## src/rtl/alarm_pkg.sv

```systemverilog
// Shared types and passcode constants for the alarm controller and display block.
package alarm_pkg;

  typedef enum logic [1:0] {
    STATE_IDLE    = 2'd0,
    STATE_SET     = 2'd1,
    STATE_TRIGGER = 2'd2,
    STATE_ALERT   = 2'd3
  } fsm_state_t;

  // Passcode progress: number of correct digits entered so far.
  localparam logic [2:0] sIdle     = 3'd0;
  localparam logic [2:0] sDig1Corr = 3'd1;
  localparam logic [2:0] sDig2Corr = 3'd2;
  localparam logic [2:0] sDig3Corr = 3'd3;
  localparam logic [2:0] sDig4Corr = 3'd4;

  // Expected BCD digit at position idx; digit 0 is the most significant nibble.
  function automatic logic [3:0] code_nibble(input logic [15:0] code,
                                             input logic [2:0]  idx);
    logic [3:0] n;
    case (idx)
      3'd0:    n = code[15:12];
      3'd1:    n = code[11:8];
      3'd2:    n = code[7:4];
      default: n = code[3:0];
    endcase
    return n;
  endfunction

endpackage

```

## src/rtl/passcode_checker.sv

```systemverilog
// Tracks how many consecutive correct passcode digits have been entered.
module passcode_checker
  import alarm_pkg::*;
#(
  parameter logic [15:0] PASSCODE = 16'h1234
) (
  input  logic       clock,
  input  logic       reset,
  input  logic       enable,
  input  logic       clear,
  input  logic       digit_valid,
  input  logic [3:0] digit,
  output logic [2:0] passcode_state,
  output logic       match
);

  assign match = (passcode_state == sDig4Corr);

  // sDig4Corr lasts one cycle and swallows any digit offered during it;
  // a wrong digit returns to sIdle without counting as a new first digit.
  always_ff @(posedge clock or posedge reset) begin
    if (reset)
      passcode_state <= sIdle;
    else if (clear || match)
      passcode_state <= sIdle;
    else if (enable && digit_valid)
      passcode_state <= (digit == code_nibble(PASSCODE, passcode_state))
                        ? passcode_state + 3'd1 : sIdle;
  end

endmodule

```

## src/rtl/alarm_controller.sv

```systemverilog
// System sequencer: IDLE/SET/TRIGGER/ALERT FSM, passcode disarm, 1 Hz countdown.
module alarm_controller
  import alarm_pkg::*;
#(
  parameter int unsigned  TICK_DIV    = 50_000_000,
  parameter int unsigned  COUNTDOWN_S = 30,
  parameter logic [15:0]  PASSCODE    = 16'h1234
) (
  input  logic       clock,
  input  logic       reset,
  input  logic       arm,
  input  logic       sensor,
  input  logic       digit_valid,
  input  logic [3:0] digit,
  output fsm_state_t system_state,
  output logic [2:0] passcode_state,
  output logic [7:0] timer,
  output logic       alarm
);

  localparam int         PW         = (TICK_DIV > 1) ? $clog2(TICK_DIV) : 1;
  localparam logic [PW-1:0] PRE_MAX = PW'(TICK_DIV - 1);
  localparam logic [7:0] TIMER_INIT = 8'(COUNTDOWN_S);

  fsm_state_t    state_d;
  logic          alarm_d;
  logic [PW-1:0] prescaler;
  logic          match;
  logic          expiry;

  // Last second elapsing while counting down.
  assign expiry = (system_state == STATE_TRIGGER) && (prescaler == PRE_MAX) &&
                  (timer == 8'd1);

  passcode_checker #(.PASSCODE(PASSCODE)) u_passcode (
    .clock          (clock),
    .reset          (reset),
    .enable         (system_state != STATE_IDLE),
    .clear          (state_d == STATE_IDLE),
    .digit_valid    (digit_valid),
    .digit          (digit),
    .passcode_state (passcode_state),
    .match          (match)
  );

  // State and alarm registers.
  always_ff @(posedge clock or posedge reset) begin
    if (reset) begin
      system_state <= STATE_IDLE;
      alarm        <= 1'b0;
    end else begin
      system_state <= state_d;
      alarm        <= alarm_d;
    end
  end

  // Next state; disarm beats expiry beats sensor trip.
  always_comb begin
    state_d = system_state;
    case (system_state)
      STATE_IDLE:    if (arm) state_d = STATE_SET;
      STATE_SET:     if (match) state_d = STATE_IDLE;
                     else if (sensor) state_d = STATE_TRIGGER;
      STATE_TRIGGER: if (match) state_d = STATE_IDLE;
                     else if (expiry) state_d = STATE_ALERT;
      STATE_ALERT:   if (match) state_d = STATE_IDLE;
      default:       state_d = STATE_IDLE;
    endcase
  end

  // Output decode, registered alongside the state.
  always_comb begin
    alarm_d = (state_d == STATE_ALERT);
  end

  // Prescaler and countdown; only advance while staying in TRIGGER.
  always_ff @(posedge clock or posedge reset) begin
    if (reset) begin
      prescaler <= '0;
      timer     <= TIMER_INIT;
    end else begin
      case (state_d)
        STATE_TRIGGER: begin
          if (system_state != STATE_TRIGGER) begin
            prescaler <= '0;
            timer     <= TIMER_INIT;
          end else if (prescaler == PRE_MAX) begin
            prescaler <= '0;
            if (timer != 8'd0) timer <= timer - 8'd1;
          end else begin
            prescaler <= prescaler + PW'(1);
          end
        end
        STATE_ALERT: begin
          prescaler <= '0;
          timer     <= 8'd0;
        end
        default: begin
          prescaler <= '0;
          timer     <= TIMER_INIT;
        end
      endcase
    end
  end

endmodule

```

## config.mk

```make
export PLATFORM = sky130hd
export DESIGN_NAME = alarm_controller
export DESIGN_NICKNAME = d
export VERILOG_FILES = /design/src/rtl/alarm_pkg.sv /design/src/rtl/passcode_checker.sv /design/src/rtl/alarm_controller.sv
export SDC_FILE = /design/constraint.sdc
export NUM_CORES = 1
export LEC_CHECK = 0
export BUFFER_PORTS_ARGS = -buffer_cell sky130_fd_sc_hd__buf_2
export CORE_ASPECT_RATIO = 1.25
export CORE_MARGIN = 2
export CORE_UTILIZATION = 55
export CTS_BUF_LIST = sky130_fd_sc_hd__clkbuf_4 sky130_fd_sc_hd__clkbuf_8
export DETAILED_ROUTE_END_ITERATION = 16
export GPL_ROUTABILITY_DRIVEN = 0
export PLACE_DENSITY = 0.77
export SKIP_CTS_REPAIR_TIMING = 1
export SLEW_MARGIN = 40
export SYNTH_ARGS = -nofsm -noshare
export SYNTH_HDL_FRONTEND = slang
export SYNTH_HIERARCHICAL = 1
export SYNTH_SLANG_ARGS = --single-unit
export TNS_END_PERCENT = 1
```

## constraint.sdc

```tcl
create_clock -name clock -period 3.8 [get_ports clock]
set_input_delay 0.38 -clock clock [delete_from_list [all_inputs] [get_ports clock]]
set_output_delay 0.38 -clock clock [all_outputs]
set_load 0.01 [all_outputs]
```

==> impl_metrics.json, run 1 <==
{
  "ant_nets": 0,
  "hold_path_class": "in2reg",
  "power.switching_uw": 171,
  "core_area_mm2": 0.00407,
  "synth_top_area_share_pct": 38.9,
  "p_leak_uw": 0.00108,
  "grt_pass1_vias": 1774,
  "cts.sinks": 40,
  "powerDensity_mw_per_mm2": 308,
  "h-tree-depth": 2,
  "drive_above_1_share_pct": 18.4,
  "dr.pass1.iters": 4,
  "slew_headroom_pct": 51.5,
  "grtUsageTotal_pct": 20.9,
  "placementRows": 26,
  "yosys_warnings": 6,
  "synth-edff-count": 0,
  "synth.top_cells.by_count": "37 x nor2_1, 36 x dfrtp_1, 20 x xor2_1",
  "cts_tree": "yes",
  "vias": 1836,
  "setup-violations-final": 0,
  "fin_skew_ns": 0.0185,
  "hold_viol": 0,
  "cp.required_ns": 4.01,
  "fp.dieH_um": 76.6,
  "swShare_pct": 21.3,
  "ys_types": 47,
  "ys_top_cells_by_area": "dfrtp_1 39%, xor2_1 7.6%, nor2_1 6.0%",
  "critPathKind": "reg2reg",
  "cp-start-kind": "flop",
  "holdWs_ns": 0.339,
  "cpMostUsedCell": "nor2_1",
  "synth_seq_area_share_pct": 43.4,
  "grt_max_degree": 38,
  "combPwrFrac_pct": 3.5,
  "maxSlewViolCount": 0,
  "r2r_cells": 7,
  "drt_iter0_drc": 133,
  "nNetsFinal": 288,
  "power.internal_uw": 631,
  "fillCellCount": 340,
  "cp_num_buf_inv": 1,
  "min_period_over_period_pct": 58.0,
  "fin_crit_ns": 2.20,
  "numCtsBuffers": 5,
  "fmax_mhz": 454,
  "overflow": 0,
  "ir_drop_uv": 273,
  "crit_fanout": 25,
  "pin_count": 23,
  "clk_latency_ns": 0.31,
  "synthMostInstantiatedCell": "nor2_1",
  "start_util_pct": 57.0,
  "async_flop_share_pct": 100,
  "die_area_mm2": 0.00475,
  "critical_path.top_delay_family": "simple AND/OR/NAND/NOR gates",
  "outcome": "finished clean",
  "cp_cell_sequence": "inv_1 > ha_1 > and2_1 > nand2b_1 > nor2_1 > nand2_2 > nor2_1",
  "ys_seq_elements": 40,
  "cts_max_path_buffers": 2,
  "clock_tree.root_cell": "clkbuf_8",
  "wl_per_cell_um": 13.6,
  "maxCapViolCount": 0,
  "end_kind": "flop",
  "final.setup.tns_ns": 0,
  "clock_power_share_pct": 43.2,
  "rsz0062_at_grt": "no",
  "syn_nets": 262,
  "synth_top_area_cell": "dfrtp_1",
  "cp_data_arrival_time_ns": 2.42,
  "cp_slowest_stage_delay_ns": 0.48,
  "diodes": 0,
  "syn_area_per_cell_um2": 9.45,
  "routed_wl_um": 4450,
  "hold_depth": 2,
  "port_buffers": 22,
  "synthToLayoutAreaGrowth_pct": 12.5,
  "hpwl_um": 3230,
  "grt_pass1_wl_um": 7600,
  "synth-main-ff-cell": "dfrtp_1",
  "cp.depth": 7,
  "die_w_um": 62.0,
  "syn_inst": 245,
  "netlist_area_mm2": 0.00232,
  "via_per_inst": 5.60,
  "seq_power_share_pct": 53.3,
  "clk_pin_slew_ns": 0.07,
  "cp_slowest_cell": "dfrtp_1",
  "antenna_found_initial": 0,
  "drc": 0,
  "worst_slew_pin_slew_ns": 0.722
}
==> through the flow <==
step	worst slack, ns	cell area (µm²)	utilization, %	std cells	power, µW
final	1.60	2610	64.1	328	802
after detailed placement	1.32	2480	61.0	319	464
after global placement	1.44	2480	61.0	319	463
after floorplan	1.81	2320	-	245	453
after global routing	1.37	2610	64.1	328	839
after CTS	1.34	2590	63.8	327	811
==> state kept, by name (all words and copies together) (netlist names) <==
| signal | flops |
|---|---|
| prescaler | 26 |
| timer | 8 |
| alarm | 1 |
| u_passcode/passcode_state | 3 |
| system_state | 2 |
==> power groups by stage <==
stage | Combinational, µW | Sequential [µW] | Clock [µW]
detailed placement | 28.2 | 436 | 0
CTS | 28.4 | 428 | 355
floorplan | 17.2 | 436 | 0
finish | 28.1 | 428 | 346
global route | 32.0 | 428 | 379
global placement | 27.5 | 436 | 0
==> worst register-to-register path: cells and delay by family (launching register included) <==
family | cells | cell delay [ns]
AND/OR/NAND/NOR | 5 | 1.31
buffers and inverters | 1 | 0.10
flip-flops | 1 | 0.48
adder cells (fa/ha/maj) | 1 | 0.24
==> path summary, 6_finish.rpt <==
kind	startpoint	end	slack, ns
min	arm	system_state[0]	0.34
max in group asynchronous	reset	timer[4]	2.74
max reg2reg	u_passcode/passcode_state[0]	prescaler[6]	1.60
min reg2reg	prescaler[0]	prescaler[0]	0.51
max	u_passcode/passcode_state[0]	prescaler[6]	1.60
min in group asynchronous	reset	u_passcode/passcode_state[0]	0.49
==> area by class of cell <==
type,instances,area (µm²),area share [%]
Inverter,11,41.3,1.58
Clock buffer,5,68.8,2.64
Sequential cell,40,1010,38.6
Clock inverter,3,42.5,1.63
Multi-Input combinational cell,189,1250,48.0
Tap cell,56,70.1,2.69
Timing Repair Buffer,24,128,4.90
==> routing by layer <==
metal	global-route usage [%]	part of all wire, %	vias up
met5	0	0	-
met4	9.36	2.1	0
met3	5.26	3.5	10
met2	33.0	49	37
met1	26.1	45	874
li1	-	-	915
==> kinds of logic (layout without fill, tap and decap cells) <==
family	after synthesis	in the layout	share of synthesized area [%]
simple gates	124	124	30.7
flops	40	40	43.4
compound gates	31	31	9.02
xor+xnor	26	26	9.83
buf+inv	16	43	2.70
fa+ha+maj	8	8	4.32
==> placed cells by master, fill, tap and decap left out, drive strengths merged, types with 2 or more instances in the layout <==
cell type	instances
nor2	37
dfrtp	36
buf	23
xor2	20
nand3	18
nand2	15
inv	11
o21ai	11
nand4	10
ha	8
a21oi	7
and3	6
nor3	6
xnor2	6
clkbuf	5
nor2b	4
dfstp	4
and4	3
or2	3
or3	3
and2	3
nor4b	3
or4b	3
a31o	2
nand4b	2
nand4bb	2
a211oi	2
nor4	2
Note: power is estimated with default switching activity, not from simulation.
==> inputs of run 2 (changes only) <==
PLACE_DENSITY = 0.8   (was 0.77)
clock period = 2 ns   (was 3.8 ns; I/O delays follow)
==> run 2 against run 1 <==
The run now ends with negative setup slack left. Die area unchanged. Count of clock-buffer cells in the layout up 2. Register-to-register slack worse by 1.6 ns. Combinational power up 110%. Utilization up 7.2 points. Maximum frequency up 10%. Clock power up 110%. Power up 98%. Largest power group unchanged. Largest cell class unchanged. Cell count up 9.1%. Worst setup slack worse by 1.6 ns.
==> impl_metrics.json, run 2 (synthesized netlist as in run 1, its figures left out) <==
{
  "postPlaceCellArea_mm2": 0.00268,
  "hpwl_um": 3580,
  "fp.dieH_um": 76.6,
  "cts_max_path_buffers": 2,
  "crit_fanout": 4,
  "worst_slew_pin_slew_ns": 0.466,
  "grt_max_degree": 38,
  "rsz0062_at_grt": "yes",
  "clock_power_share_pct": 45.4,
  "clk_pin_slew_ns": 0.08,
  "drive_above_1_share_pct": 29.1,
  "ir_drop_uv": 530,
  "fin_crit_ns": 2.00,
  "cp_slowest_stage_delay_ns": 0.56,
  "drc": 0,
  "grt_pass1_wl_um": 8380,
  "setup-violations-final": 1,
  "cp.required_ns": 2.22,
  "power.switching_uw": 319,
  "nNetsFinal": 318,
  "clock_tree.root_cell": "clkbuf_8",
  "r2r_start": "prescaler[10]",
  "diodes": 0,
  "vias": 2025,
  "placementRows": 26,
  "routed_wl_um": 5270,
  "via_per_inst": 5.66,
  "numCtsBuffers": 5,
  "hold_depth": 2,
  "cp-start-kind": "flop",
  "overflow": 0,
  "h-tree-depth": 2,
  "timing.reg2reg.setup_slack_ns": -0.002,
  "pin_count": 23,
  "outcome": "complete, but fails checks",
  "final_common_cell": "nor2_1",
  "fmax_mhz": 499,
  "power.internal_uw": 1270,
  "largest_reg_flops": 26,
  "slew_headroom_pct": 68.9,
  "hold_viol": 0,
  "critPathKind": "reg2reg",
  "final_cell_area_mm2": 0.00290,
  "min_period_over_period_pct": 100,
  "grtUsageTotal_pct": 23.2,
  "die_w_um": 62.0,
  "core_area_mm2": 0.00407,
  "die_area_mm2": 0.00475,
  "combPwrFrac_pct": 3.7,
  "cp_data_arrival_time_ns": 2.23,
  "grt_pass1_vias": 1963,
  "cp_slowest_cell": "or4bb_4",
  "wl_per_cell_um": 14.7,
  "antenna_found_initial": 0,
  "drt_iter0_drc": 95,
  "layout_setup_ws_ns": -0.00236,
  "port_buffers": 22,
  "seq_power_share_pct": 50.9,
  "holdWs_ns": 0.156,
  "dr.pass1.iters": 5,
  "synthToLayoutAreaGrowth_pct": 25.2,
  "cp_cell_sequence": "or4bb_4 > nor4_4 > and4b_2 > nand4bb_1 > a31oi_1",
  "maxSlewViolCount": 0,
  "violations": "negative setup slack",
  "maxCapViolCount": 0,
  "powerDensity_mw_per_mm2": 549,
  "top_register": "prescaler",
  "clk_latency_ns": 0.29,
  "end_kind": "flop",
  "final_cell_mix": "36 x nor2_1, 35 x dfrtp_1, 30 x buf_4, 22 x buf_2, 20 x xor2_1",
  "cts_tree": "yes",
  "fillCellCount": 307,
  "r2r_cells": 5,
  "p_leak_uw": 0.00125,
  "fin_skew_ns": 0.00869,
  "reg_top3": "prescaler (26), timer (8), u_passcode/passcode_state (3)",
  "start_util_pct": 57.0,
  "min_to": "system_state[0]",
  "cts.sinks": 40,
  "swShare_pct": 20.0,
  "ant_nets": 0,
  "min-delay-start": "arm",
  "timing.rr.end": "timer[3]",
  "hold_path_class": "in2reg"
}
run 2: routing by layer:
| metal | vias to the layer above | share of wire [%] | global-route usage (%) |
|---|---|---|---|
| li1 | 978 | - | - |
| met1 | 987 | 42 | 28.5 |
| met2 | 51 | 53 | 38.2 |
| met3 | 9 | 3.3 | 5.94 |
| met4 | 0 | 1.2 | 7.87 |
| met5 | - | 0 | 0 |
run 2: final cells by class:
type,instances,area (µm²),area share [%]
Sequential cell,40,1010,34.7
Multi-Input combinational cell,189,1290,44.5
Inverter,11,41.3,1.42
Clock buffer,7,96.3,3.32
Tap cell,56,70.1,2.42
Clock inverter,1,30.0,1.04
Timing Repair Buffer,54,365,12.6
run 2: power by group through the flow:
stage	logic [µW]	clock network, µW	registers, µW
final	59.4	722	810
after global routing	67.1	779	811
after CTS	59.5	734	810
after detailed placement	59.0	0	826
after global placement	57.7	0	826
after floorplan	32.6	0	828
run 2: how the worst max path moves through the flow:
stage,start,to,slack [ns],cells past startpoint
6_report,prescaler[10],timer[3],-0.002,5
5_1_grt,prescaler[10],timer[3],-0.11,5
4_1_cts,timer[1],timer[4],-0.06,7
3_5_place_dp,timer[1],timer[4],-0.03,7
3_3_place_gp,timer[1],timer[4],-0.04,7
2_1_floorplan,u_passcode/passcode_state[0],u_passcode/passcode_state[0],0.01,9
run 2: critical path: cells and delay by family, from the launching register on:
kind            cells  cell delay [ns]
flops               1             0.41
compound gates      1             0.17
simple gates        4             1.35
run 2: through the flow:
step	std cells	worst slack, ns	setup TNS, ns	util (%)	power [µW]
2_1_floorplan	245	0.0102	0	-	861
3_5_place_dp	344	-0.0303	-0.0303	66.0	885
3_3_place_gp	344	-0.0379	-0.0379	66.0	884
4_1_cts	352	-0.0576	-0.0576	69.1	1600
6_report	358	-0.00236	-0.00236	71.3	1590
5_1_grt	358	-0.113	-0.773	71.3	1660
==> inputs of run 3 (changes only) <==
CORE_ASPECT_RATIO = unset   (was 1.25)
HOLD_SLACK_MARGIN = 0.03   (was unset)
PLACE_DENSITY = 0.78   (was 0.8)
==> run 3 against run 2 <==
The run now ends clean. Clock skew increased by 0.0062 ns. Cell area fell by 2.0%. Sequential power about the same. Combinational power fell by 1%. First-iteration DRC count rose by 9.5%. Critical path depth unchanged. Utilization decreased by 0.76 points. Critical endpoint unchanged.
==> impl_metrics.json, run 3 (synthesized netlist as in run 1, its figures left out) <==
{
  "drt_iter0_drc": 104,
  "pin_count": 23,
  "power_uw": 1590,
  "place_inst": 340,
  "die_w_um": 68.9,
  "critPathKind": "reg2reg",
  "overflow": 0,
  "numCtsBuffers": 5,
  "fin_skew_ns": 0.0149,
  "postPlaceCellArea_mm2": 0.00269,
  "core_area_mm2": 0.00403,
  "m1WireLength_um": 2280,
  "powerDensity_mw_per_mm2": 559,
  "p_leak_uw": 0.00124,
  "drive_above_1_share_pct": 26.4,
  "port_buffers": 22,
  "nNetsFinal": 315,
  "hold_path_class": "in2reg",
  "rsz0062_at_grt": "yes",
  "cp_data_arrival_time_ns": 2.22,
  "cp_num_buf_inv": 0,
  "cts.sinks": 40,
  "ir_drop_uv": 373,
  "reg_top3": "prescaler (26), timer (8), u_passcode/passcode_state (3)",
  "top_register": "prescaler",
  "outcome": "finished clean",
  "diodes": 0,
  "min_period_over_period_pct": 99.4,
  "highest_layer": "met4",
  "cp_cell_sequence": "or4b_4 > nor4_4 > and4b_2 > nand4bb_1 > a31oi_1",
  "clk_latency_ns": 0.30,
  "slew_headroom_pct": 69.9,
  "start_util_pct": 57.5,
  "hold_viol": 0,
  "cp_slowest_stage_delay_ns": 0.54,
  "fp.dieH_um": 68.9,
  "fin_crit_ns": 1.99,
  "final_cell_area_mm2": 0.00284,
  "largest_reg_flops": 26,
  "dr_wl_met2_um": 2360,
  "cp-start-kind": "flop",
  "dr_wl_met3_um": 201,
  "worst_slew_pin_slew_ns": 0.451,
  "cts_tree": "yes",
  "critical_path.top_delay_family": "simple AND/OR/NAND/NOR gates",
  "drc": 0,
  "vias": 1956,
  "grt_max_degree": 38,
  "antenna_found_initial": 0,
  "h-tree-depth": 2,
  "ant_nets": 0,
  "maxSlewViolCount": 0,
  "setup-violations-final": 0,
  "clock_tree.root_cell": "clkbuf_8",
  "cp.required_ns": 2.23,
  "grt_pass1_vias": 1805,
  "cts_max_path_buffers": 2,
  "final_cell_mix": "37 x nor2_1, 36 x dfrtp_1, 27 x buf_4, 22 x buf_2, 20 x xor2_1",
  "grtUsageTotal_pct": 22.9,
  "end_kind": "flop",
  "fmax_mhz": 503,
  "synthToLayoutAreaGrowth_pct": 22.7,
  "routed_wl_um": 4890,
  "clk_pin_slew_ns": 0.08,
  "dr.pass1.iters": 4,
  "fin_cells": 349,
  "grt_pass1_wl_um": 7920,
  "hpwl_um": 3580,
  "wl_per_cell_um": 14.0,
  "cp_slowest_cell": "or4b_4",
  "crit_fanout": 4,
  "utilization_pct": 70.5,
  "final_common_cell": "nor2_1",
  "via_per_inst": 5.60,
  "maxCapViolCount": 0,
  "placementRows": 23,
  "die_area_mm2": 0.00475
}
## run 3: where the power goes
part	internal (µW)	switching, µW	total [µW]
Combinational	23.0	35.6	58.6
Clock	440	279	719
Sequential	810	0.621	811
Total	1270	315	1590
## run 3: path summary, 6_finish.rpt
path,start,to,slack [ns],cells after the start
setup / recovery,prescaler[9],timer[3],0.01,5
hold / removal,arm,system_state[0],0.16,2
setup reg to reg,prescaler[9],timer[3],0.01,5
hold reg to reg,prescaler[0],prescaler[0],0.50,1
max in group asynchronous,reset,timer[1],1.09,4
min in group asynchronous,reset,u_passcode/passcode_state[1],0.33,3
## run 3: worst register-to-register path: cells and delay by family, from the launching register on
kind	cells	cell delay, ns
AO/OA/AOI/OAI	1	0.19
flip-flops	1	0.38
AND/OR/NAND/NOR	4	1.35
## run 3: area by class of cell
cell class,instances,area (µm²)
Clock buffer,7,96.3
Multi-Input combinational cell,189,1260
Timing Repair Buffer,51,343
Inverter,11,41.3
Clock inverter,1,30.0
Tap cell,50,62.6
Fill cell,315,1190
Sequential cell,40,1010
## run 3: metal layers
metal	GRT usage (%)	up-vias
li1	-	978
met1	28.6	920
met2	39.5	49
met3	5.84	9
met4	5.88	0
met5	0	-
## run 3: per-stage QoR
stage          setup WS [ns]  setup TNS, ns  hold slack [ns]
6_report              0.0122              0            0.163
5_1_grt               -0.119         -0.384            0.159
4_1_cts              -0.0326        -0.0326           -0.231
3_5_place_dp         -0.0244        -0.0244           0.0860
3_3_place_gp          0.0421              0           0.0807
2_1_floorplan         0.0102              0          -0.0464
